### config.mk
export PLATFORM = sky130hd
export DESIGN_NAME = store_buffer
export DESIGN_NICKNAME = d
export VERILOG_FILES = /design/src/rtl/store_buffer.sv
export SDC_FILE = /design/constraint.sdc
export NUM_CORES = 1
export LEC_CHECK = 0
export ABC_AREA = 1
export CAP_MARGIN = 20
export CORE_MARGIN = 5
export CORE_UTILIZATION = 35
export CTS_CLUSTER_DIAMETER = 40
export DETAILED_ROUTE_END_ITERATION = 16
export GPL_TIMING_DRIVEN = 0
export PLACE_DENSITY = 0.64
export SLEW_MARGIN = 5
export SYNTH_ARGS = -nofsm -noshare
export SYNTH_HDL_FRONTEND = slang
export SYNTH_SLANG_ARGS = --single-unit
export TNS_END_PERCENT = 50
### constraint.sdc
create_clock -name clk -period 4.65 [get_ports clk]
set_input_delay 0.93 -clock clk [delete_from_list [all_inputs] [get_ports clk]]
set_output_delay 0.93 -clock clk [all_outputs]
set_load 0.02 [all_outputs]
### src/rtl/store_buffer.sv
// Store buffer between EX/MEM and datamem: queues pipeline stores, retires them
// in order on cycles without a memory request, and forwards buffered data to loads.
module store_buffer #(
    parameter int DEPTH = 4,
    parameter int AW    = 32,
    parameter int DW    = 32
) (
    input  logic          clk,
    input  logic          reset,
    input  logic          MemWrite,
    input  logic          MemRead,
    input  logic [AW-1:0] Addr,
    input  logic [DW-1:0] Wdata,
    output logic          Stall,
    output logic          MemWriteOut,
    output logic          MemReadOut,
    output logic [AW-1:0] AddrOut,
    output logic [DW-1:0] WdataOut,
    output logic          FwdHit,
    output logic [DW-1:0] FwdData,
    output logic          Empty
);

    localparam int PW = $clog2(DEPTH);
    localparam int CW = PW + 1;
    localparam logic [CW-1:0] FULL_CNT = CW'(DEPTH);

    logic [AW-1:0] addr_q [DEPTH];
    logic [DW-1:0] data_q [DEPTH];

    logic [PW-1:0] head_q, head_d;
    logic [PW-1:0] tail_q, tail_d;
    logic [CW-1:0] count_q, count_d;
    logic          fwd_hit_q, fwd_hit_d;
    logic [DW-1:0] fwd_data_q, fwd_data_d;

    logic          full;
    logic          load;
    logic          push;
    logic          drain;
    logic          match;
    logic [DW-1:0] match_data;
    logic [PW-1:0] scan_idx;

    assign full  = (count_q == FULL_CNT);
    assign load  = MemRead & ~MemWrite;
    assign push  = MemWrite & ~full;
    // A stalled store frees a slot by draining, so push and pop never coincide.
    assign drain = (count_q != '0) & ~load & (~MemWrite | full);

    assign Stall   = MemWrite & full;
    assign Empty   = (count_q == '0);
    assign FwdHit  = fwd_hit_q;
    assign FwdData = fwd_data_q;

    // Scan oldest to youngest so the last valid match is the youngest store.
    always_comb begin
        match      = 1'b0;
        match_data = '0;
        scan_idx   = '0;
        for (int i = 0; i < DEPTH; i++) begin
            scan_idx = head_q + PW'(i);
            if ((CW'(i) < count_q) && (addr_q[scan_idx] == Addr)) begin
                match      = 1'b1;
                match_data = data_q[scan_idx];
            end
        end
    end

    always_comb begin
        MemReadOut  = 1'b0;
        MemWriteOut = 1'b0;
        AddrOut     = '0;
        WdataOut    = '0;
        if (load) begin
            MemReadOut = 1'b1;
            AddrOut    = Addr;
        end else if (drain) begin
            MemWriteOut = 1'b1;
            AddrOut     = addr_q[head_q];
            WdataOut    = data_q[head_q];
        end
    end

    always_comb begin
        head_d     = head_q;
        tail_d     = tail_q;
        count_d    = count_q;
        fwd_hit_d  = 1'b0;
        fwd_data_d = fwd_data_q;
        if (push) begin
            tail_d  = tail_q + 1'b1;
            count_d = count_q + 1'b1;
        end else if (drain) begin
            head_d  = head_q + 1'b1;
            count_d = count_q - 1'b1;
        end
        if (load) begin
            fwd_hit_d  = match;
            fwd_data_d = match_data;
        end
    end

    always_ff @(posedge clk or posedge reset) begin
        if (reset) begin
            head_q     <= '0;
            tail_q     <= '0;
            count_q    <= '0;
            fwd_hit_q  <= 1'b0;
            fwd_data_q <= '0;
        end else begin
            head_q     <= head_d;
            tail_q     <= tail_d;
            count_q    <= count_d;
            fwd_hit_q  <= fwd_hit_d;
            fwd_data_q <= fwd_data_d;
        end
    end

    // Entry storage carries no reset; validity comes from head/count alone.
    always_ff @(posedge clk) begin
        if (push) begin
            addr_q[tail_q] <= Addr;
            data_q[tail_q] <= Wdata;
        end
    end

endmodule

### Word level (Yosys, flattened, before mapping)

Memory sizes are Yosys's and may differ from the RTL's.
Index checks and enable logic that the tools add are counted.

* $mul: 0
* shift-type cells: 0
* multiplexer cells: 20
* magnitude comparators: 4
* bitwise logic cells: 10
* reductions and logical operators: 8
* div/mod/pow operators: 0
* eq/ne operators: 5
* add/subtract/negate cells: 6

Operators by type and width (count)
* $mux 32: 8
* $eq 32x32->1: 4
* $mux 1: 10
* $lt 1x3->1 const A: 2
* $lt 2x3->1 const A: 2
* $mux 3: 2
* $and 1x1->1: 5
* $add 2x1->2 const B: 2
* $add 2x2->2 const B: 2
* $logic_and 1x1->1: 4
* $not 1->1: 4
* $add 3x1->3 const B: 1
* $eq 3x3->1 const B: 1
* $logic_not 3->1: 1
* $reduce_bool 3->1: 1
* $sub 3x1->3 const B: 1
* $reduce_and 2->1: 1
* $reduce_bool 2->1: 1
* $or 1x1->1: 1

* register bits: 40
* memories: 2
* input port bits: 68
* RAM bits: 256
* bits in latches: 0
* output and inout bits: 101
* bits in read-only memories: 0

Memory list
* addr_q: words 4, bits a word 32, read ports 4, clocked after memory_dff 0, write ports 1, line 28 `logic [AW-1:0] addr_q [DEPTH];`
* data_q: words 4, bits a word 32, read ports 4, clocked after memory_dff 0, write ports 1, line 29 `logic [DW-1:0] data_q [DEPTH];`

### Depth between registers and ports, before layout

Gate-level depths: netlist (run 1).
An unclocked memory read counts as a cell.

* depth after elaboration: 8
* gate-level depth with buffers: 22
* depth with buffers taken out: 18

### Least setup slack after synthesis (run 1)

Ideal clock, no wire load.

* kind: input -> register
* start point: input MemWrite
* end point: memory addr_q[0][0], enable pin
* cell stages on the path: 4
* library setup time: 0.487 ns
* data required time: 4.163 ns
* path buffers: 0
* arrival: 4.164 ns
* slack: -0.001 ns
* cells stage by stage: inv_1 > a21oi_1 > inv_1 > nor2_1

* longest elaborated chain between the ends: 3

RTL lines
* start: declaration: line 10 `input logic MemWrite,`
* $and 1x1->1: line 47 `assign push = MemWrite & ~full;`
* $mux 1: line 122 `if (push) begin`
* $mux 1 (implied by the code): line 123 `addr_q[tail_q] <= Addr;`
* end: declaration: line 28

No other way between the ends.

### Worst setup path after layout (run 1)

* start point: input MemWrite
* end point: output AddrOut[21]

* longest elaborated chain between the ends: 7

RTL lines
* $not 1->1 (*): line 46, 49
* $and 1x1->1: line 46 `assign load = MemRead & ~MemWrite;`
* $not 1->1: line 49 `assign drain = (count_q != '0) & ~load & (~MemWrite | full);`
* $and 1x1->1 (2 in a row): line 49
* $mux 32: line 78 `end else if (drain) begin`
* $mux 32 (*): line 75 `if (load) begin`
* end: declaration: line 17 `output logic [AW-1:0] AddrOut,`

Every way passes the cells marked *; elsewhere a longest branch is shown, timed or not.

==> results of run 1 <==
-- cell usage after synthesis (2+ instances only) --
| library cell | count |
|---|---|
| o221ai_1 | 2 |
| o211ai_1 | 17 |
| xor2_1 | 28 |
| dfrtp_1 | 40 |
| buf_1 | 18 |
| nand3_2 | 2 |
| inv_1 | 259 |
| or2_2 | 6 |
| buf_4 | 16 |
| nor2_1 | 129 |
| nand3_1 | 288 |
| nand4_1 | 4 |
| o21ai_0 | 295 |
| edfxtp_1 | 256 |
| nand2_2 | 4 |
| ha_1 | 8 |
| nor3_1 | 38 |
| inv_2 | 4 |
| buf_6 | 17 |
| nand2_1 | 1112 |
| o22ai_1 | 32 |
| o21ai_1 | 34 |
| clkbuf_1 | 52 |
| buf_2 | 62 |
| nor2_4 | 3 |
| a21oi_1 | 41 |
| nor2_2 | 3 |
-- stage by stage --
step / setup TNS, ns / total power [uW] / area (um2) / cells
5_1_grt: -0.0146 / 18100 / 24200 / 3789
6_report: 0 / 17200 / 24200 / 3792
4_1_cts: 0 / 16900 / 24200 / 3790
3_3_place_gp: -910.23 / 13200 / 22200 / 3694
3_5_place_dp: -48.24 / 13300 / 22600 / 3707
2_1_floorplan: -0.138 / 9510 / 19600 / 2778
-- worst max-delay path by stage --
stage | to | slack (ns) | cells after the start
final | AddrOut[21] | 0.04 | 9
after global routing | WdataOut[27] | -0.008 | 13
after CTS | WdataOut[11] | 0.02 | 13
after detailed placement | AddrOut[21] | -1.06 | 9
after global placement | addr_q[1][7]$_DFFE_PP_ | -3.45 | 5
after floorplan | addr_q[0][0]$_DFFE_PP_ | -0.0005 | 4
-- final cells by class --
class | count | area [um2] | share of cell area, %
clock buffers | 54 | 1190 | 4.91
well taps | 748 | 936 | 3.86
clock inverters | 28 | 393 | 1.62
diodes | 3 | 7.51 | 0.0310
repair buffers | 182 | 2010 | 8.30
flip-flops and latches | 296 | 8690 | 35.8
inverters | 263 | 987 | 4.07
plain buffers | 164 | 905 | 3.73
multi-input cells | 2054 | 9130 | 37.6
-- layer usage --
layer | global-route usage (%) | vias to the layer above
li1 | - | 9545
met1 | 35.7 | 9284
met2 | 38.5 | 1283
met3 | 6.95 | 252
met4 | 12.2 | 10
met5 | 0 | -
-- repair_timing --
item	CTS	global route
endpoints found under the setup margin	64	45
pin swaps	1	0
hold endpoints to repair	0	0
cloned	0	0
buffers inserted	1	0
gates resized for setup	21	25
-- cells by family (layout without fill, tap and decap cells) --
logic type               Yosys count  count (layout)  synth area share (%)
AND/OR/NAND/NOR                 1593            1593                  33.1
buffers and inverters            428             691                  9.54
AO/OA/AOI/OAI                    425             425                  11.4
flip-flops                       296             296                  44.3
XOR/XNOR                          28              28                  1.25
adder cells (fa/ha/maj)            8               8                 0.510
other                              0               3                     0
-- tightest hold or removal path: stages, from the launching register on --
cell and delay [ns]:
dfrtp_1 0.33, nand2_1 0.06, nand2_1 0.05
-- flip-flops by register name, indices dropped and copies added (netlist names) --
| register | flops |
|---|---|
| addr_q | 128 |
| data_q | 128 |
| FwdData | 32 |
| count_q | 3 |
| head_q | 2 |
| tail_q | 2 |
| FwdHit | 1 |
-- power by group through the flow --
| stage | registers (uW) | logic [uW] | clock network (uW) |
|---|---|---|---|
| 3_3_place_gp | 3740 | 9430 | 0 |
| 2_1_floorplan | 3640 | 5870 | 0 |
| 6_report | 3590 | 10100 | 3560 |
| 5_1_grt | 3630 | 10800 | 3720 |
| 4_1_cts | 3590 | 9720 | 3620 |
| 3_5_place_dp | 3640 | 9650 | 0 |
==> run metrics, run 1 <==
post-synth cell types=35; Yosys warnings=0; Comb pwr share=58.4%; initial antenna violation count=7; most frequent cells in the layout=nand2_1, nand3_1, o21ai_0; Starting DRT DRC Count=2647; clk buf depth=3; Post-Route WL=81400 um; Die ar.=0.0609 mm2; total grt overflow=0; async set-reset flop share out of synthesis=13.5%; CP bufs+invs=5; drt first pass iters=8; clock buffer count from CTS=44; Max Cap Viol=0; Worst EP required=3.72 ns; sequential share of power=20.9%; Peak Freq=around 220 MHz; Die Width=247 um; switching share of power=50.7%; RSZ-0062 raised after global routing=yes; largest net degree at the start of global routing=26; cell taking the most area after synthesis=edfxtp_1; setup skew after layout=around 0.016 ns; Slew Limit Fails=0; Final ANT Viol Nets=0; Worst-Skew Late Latency=0.59 ns; global placement routability congestion=1.00; number of top-level pins=169; vias per cell=approximately 5.4; vias in the first global route=around 19000; hold path depth=2; pre-CTS setup slack=-1.06 ns; synthesized instance count=2778; Crit path max-delay family=buffers and inverters; die height=about 250 um; Hold Fails Final Rpt=0; M1 WL=32700 um; first-pass GRT wire length=about 120000 um; routed wl met2=34400 um; worst-path fanout max=10; Clock power frac=between 20% and 30%; Synth Area per Inst=7.07 um2; hold path endpoint=FwdData[15]$_DFFE_PP0P_; core footprint=0.0553 mm2; VDD IR max=0.409 mV; Vias=20400; synthesized area=~0.020 mm2; detailed placer's ending HPWL=59900 um; CTS tree=done; H-tree depth=2; hold-fix buffers at CTS=0; crit path from=MemWrite; Post-synth EDFFs=256; Starting Density=35.5%; layout cells sized above 1=7.56%; FF-to-FF path depth=17; pwr/cell area=710 mW/mm2; Startpoint Class=input port; commonest non-fill, non-tap cell in the layout=nand2_1; DRC Markers=0; clock root cell=clkbuf_16; clk sinks=296; met3 WL=10200 um; sequential element share of the synthesized area=44.3%; RR Startpoint=head_q[1]$_DFFE_PP0P_; Slowest cell on crit path=clkdlybuf4s50_1; slew margin rel.=a little under a quarter; worst reg2reg path endpoint=FwdData[22]$_DFFE_PP0P_; CP cell instances=clkdlybuf4s50_1 > inv_1 > nand2_2 > o21ai_1 > nor2_4 > inv_2 > buf_2 > o22ai_1 > clkdlybuf4s50_1; clock-pin transition on the worst setup and hold timing paths=0.05 ns; Int Pwr=approximately 8500 uW; Layout area overhead=23.5%; leakage=0.0111 uW; Hold Slack=0.476 ns; Tcrit/Tclk final=99.1%; Final WS setup=0.0403 ns; CP peak stage delay=0.62 ns; Critical Path Most Common Cell=clkdlybuf4s50_1; Final #Nets=3081; per-cell routed wire length=21.5 um; Worst-Margin Slew=roughly 1.2 ns; Crit Path Class=input port to output port; Tmin final=4.61 ns; status=finished, final reports clean; final setup fails=0; max layer used=met5; Critical Path End Type=output port; ys flop type=edfxtp_1; Critical Path AT=between 3 and 4 ns; R2R Setup Slk=0.89 ns; worst hold path type=flop to flop; HP Start=FwdData[15]$_DFFE_PP0P_; Yosys top cell area share=39.2%; Layout Utilization=a little over two fifths; GRT Util Overall=a little over a quarter; ranking of synthesized cells by area=edfxtp_1, nand2_1, o21ai_0; #FFs+latches synth=296; P_sw=8730 uW; fillers=5678; port buffer count=168; row cnt=86; net count after synthesis=~2900
Note: power is estimated with default switching activity, not from simulation.
==> run 2: changes to the inputs <==
CORE_ASPECT_RATIO = 1.25   (was default)
==> run metrics, run 2 (synthesis gave the netlist of run 1 again) <==
port buffer count=168; Critical Path End Type=output port; R2R Setup Slk=0.63 ns; Die Width=roughly 220 um; Die ar.=0.0609 mm2; Final ANT Viol Nets=0; switching share of power=between 50% and 60%; most frequent cells in the layout=nand2_1, nand3_1, o21ai_0; Post-Route WL=83200 um; Hold Fails Final Rpt=0; clock-pin transition on the worst setup and hold timing paths=0.06 ns; Startpoint Class=input port; P_sw=about 9000 uW; clock buffer count from CTS=45; clk sinks=just under 300; Layout Utilization=43.4%; clk buf depth=3; CTS tree=done; global placement routability congestion=1.02; VDD IR max=roughly 0.51 mV; Worst EP required=3.72 ns; H-tree depth=2; RSZ-0062 raised after global routing=yes; final setup fails=0; slew margin rel.=21.7%; Worst-Margin Slew=1.17 ns; worst reg2reg path endpoint=FwdData[26]$_DFFE_PP0P_; Layout area overhead=23.5%; total grt overflow=0; layout cells sized above 1=7.82%; Comb pwr share=58.3%; Peak Freq=roughly 220 MHz; hold path endpoint=FwdData[8]$_DFFE_PP0P_; detailed placer's ending HPWL=61200 um; Hold Slack=0.476 ns; fillers=5718; commonest non-fill, non-tap cell in the layout=nand2_1; Tmin final=approximately 4.6 ns; per-cell routed wire length=22.0 um; HP Start=FwdData[8]$_DFFE_PP0P_; FF-to-FF path depth=17; core footprint=0.0558 mm2; worst-path fanout max=10; worst hold path type=flop to flop; Post-Layout Inst Area=0.0242 mm2; vias in the first global route=19100; RR Startpoint=head_q[1]$_DFFE_PP0P_; vias per cell=5.33; setup skew after layout=approximately 0.025 ns; status=finished, final reports clean; sequential share of power=20.9%; Vias=just over 20000; number of top-level pins=roughly 170; die height=275 um; DP Area=0.0225 mm2; Max Cap Viol=0; first-pass GRT wire length=121000 um; Crit Path Class=input port to output port; Worst-Skew Late Latency=approximately 0.60 ns; leakage=0.0111 uW; largest net degree at the start of global routing=25; Starting Density=35.2%; DRC Markers=0; Clock power frac=20.8%; Critical Path AT=3.69 ns; Int Pwr=8390 uW; row cnt=97; clock root cell=clkbuf_16; pwr/cell area=709 mW/mm2; initial antenna violation count=1; Starting DRT DRC Count=approximately 2300; Slew Limit Fails=0; Tcrit/Tclk final=99.4%; drt first pass iters=10; Final #Nets=3082; hold path depth=2; GRT Util Overall=26.3%
-- run 2: changes by cell type in the layout (fill, tap and decap cells not counted), moves of 3 or more --
cell	previous run	this run
clkinv_4	3	6
clkinv_8	1	6
clkbuf_1	50	46
clkbuf_4	3	8
buf_16	7	3
buf_2	67	63
buf_12	6	9
-- run 2: worst max path at each step --
stage	slack, ns	endpoint	cells past startpoint	from
finish	0.03	AddrOut[22]	6	MemWrite
global route	-0.03	WdataOut[30]	13	head_q[0]$_DFFE_PP0P_
CTS	0.0004	AddrOut[27]	8	MemWrite
detailed placement	-1.50	AddrOut[24]	9	MemWrite
global placement	-3.50	addr_q[0][3]$_DFFE_PP_	5	MemWrite
floorplan	-0.0005	addr_q[0][0]$_DFFE_PP_	4	MemWrite
-- run 2: stage by stage --
step                      worst slack [ns]  cells  power, uW  setup TNS, ns
after detailed placement             -1.50   3700      13300         -69.32
after CTS                         0.000384   3785      17000              0
final                               0.0261   3786      17200              0
after floorplan                  -0.000538   2778       9510         -0.138
after global placement               -3.50   3688      13200        -926.35
after global routing               -0.0285   3786      18100        -0.0536
-- run 2: metal layers --
layer	wire [um]	vias to the layer above	track usage [%]
met5	0	-	0
met4	6110	0	16.7
met3	7510	299	4.73
met2	39400	1181	44.7
met1	30200	9128	30.8
li1	-	9564	-
-- run 2: power by group through the flow --
stage	sequential [uW]	combinational [uW]	clock, uW
5_1_grt	3640	10800	3740
2_1_floorplan	3640	5870	0
6_report	3590	10000	3580
4_1_cts	3590	9750	3630
3_3_place_gp	3740	9500	0
3_5_place_dp	3640	9670	0
-- run 2: cell type report --
class	instances	area, um2	share of cell area, %
Clock inverter	36	445	1.84
Sequential cell	296	8690	35.8
Clock buffer	48	1170	4.82
Timing Repair Buffer	181	1970	8.11
Multi-Input combinational cell	2054	9140	37.7
Tap cell	742	928	3.83
Inverter	263	987	4.07
Antenna cell	1	2.50	0.0103
Buffer	165	921	3.80
-- run 2: repair_timing --
item                                    CTS  global route
endpoints found under the setup margin   65            44
resized for setup                        25            34
pin swaps                                 1             0
setup buffers                             1             0
hold buffers                              0             0
hold endpoints to repair                  0             0
-- run 2: worst max-delay path, stage by stage --
cell	delay (ns)
clkdlybuf4s50_1	0.46
inv_1	0.07
nand2_2	0.25
clkbuf_1	0.87
o21ai_0	0.44
clkdlybuf4s50_1	0.66
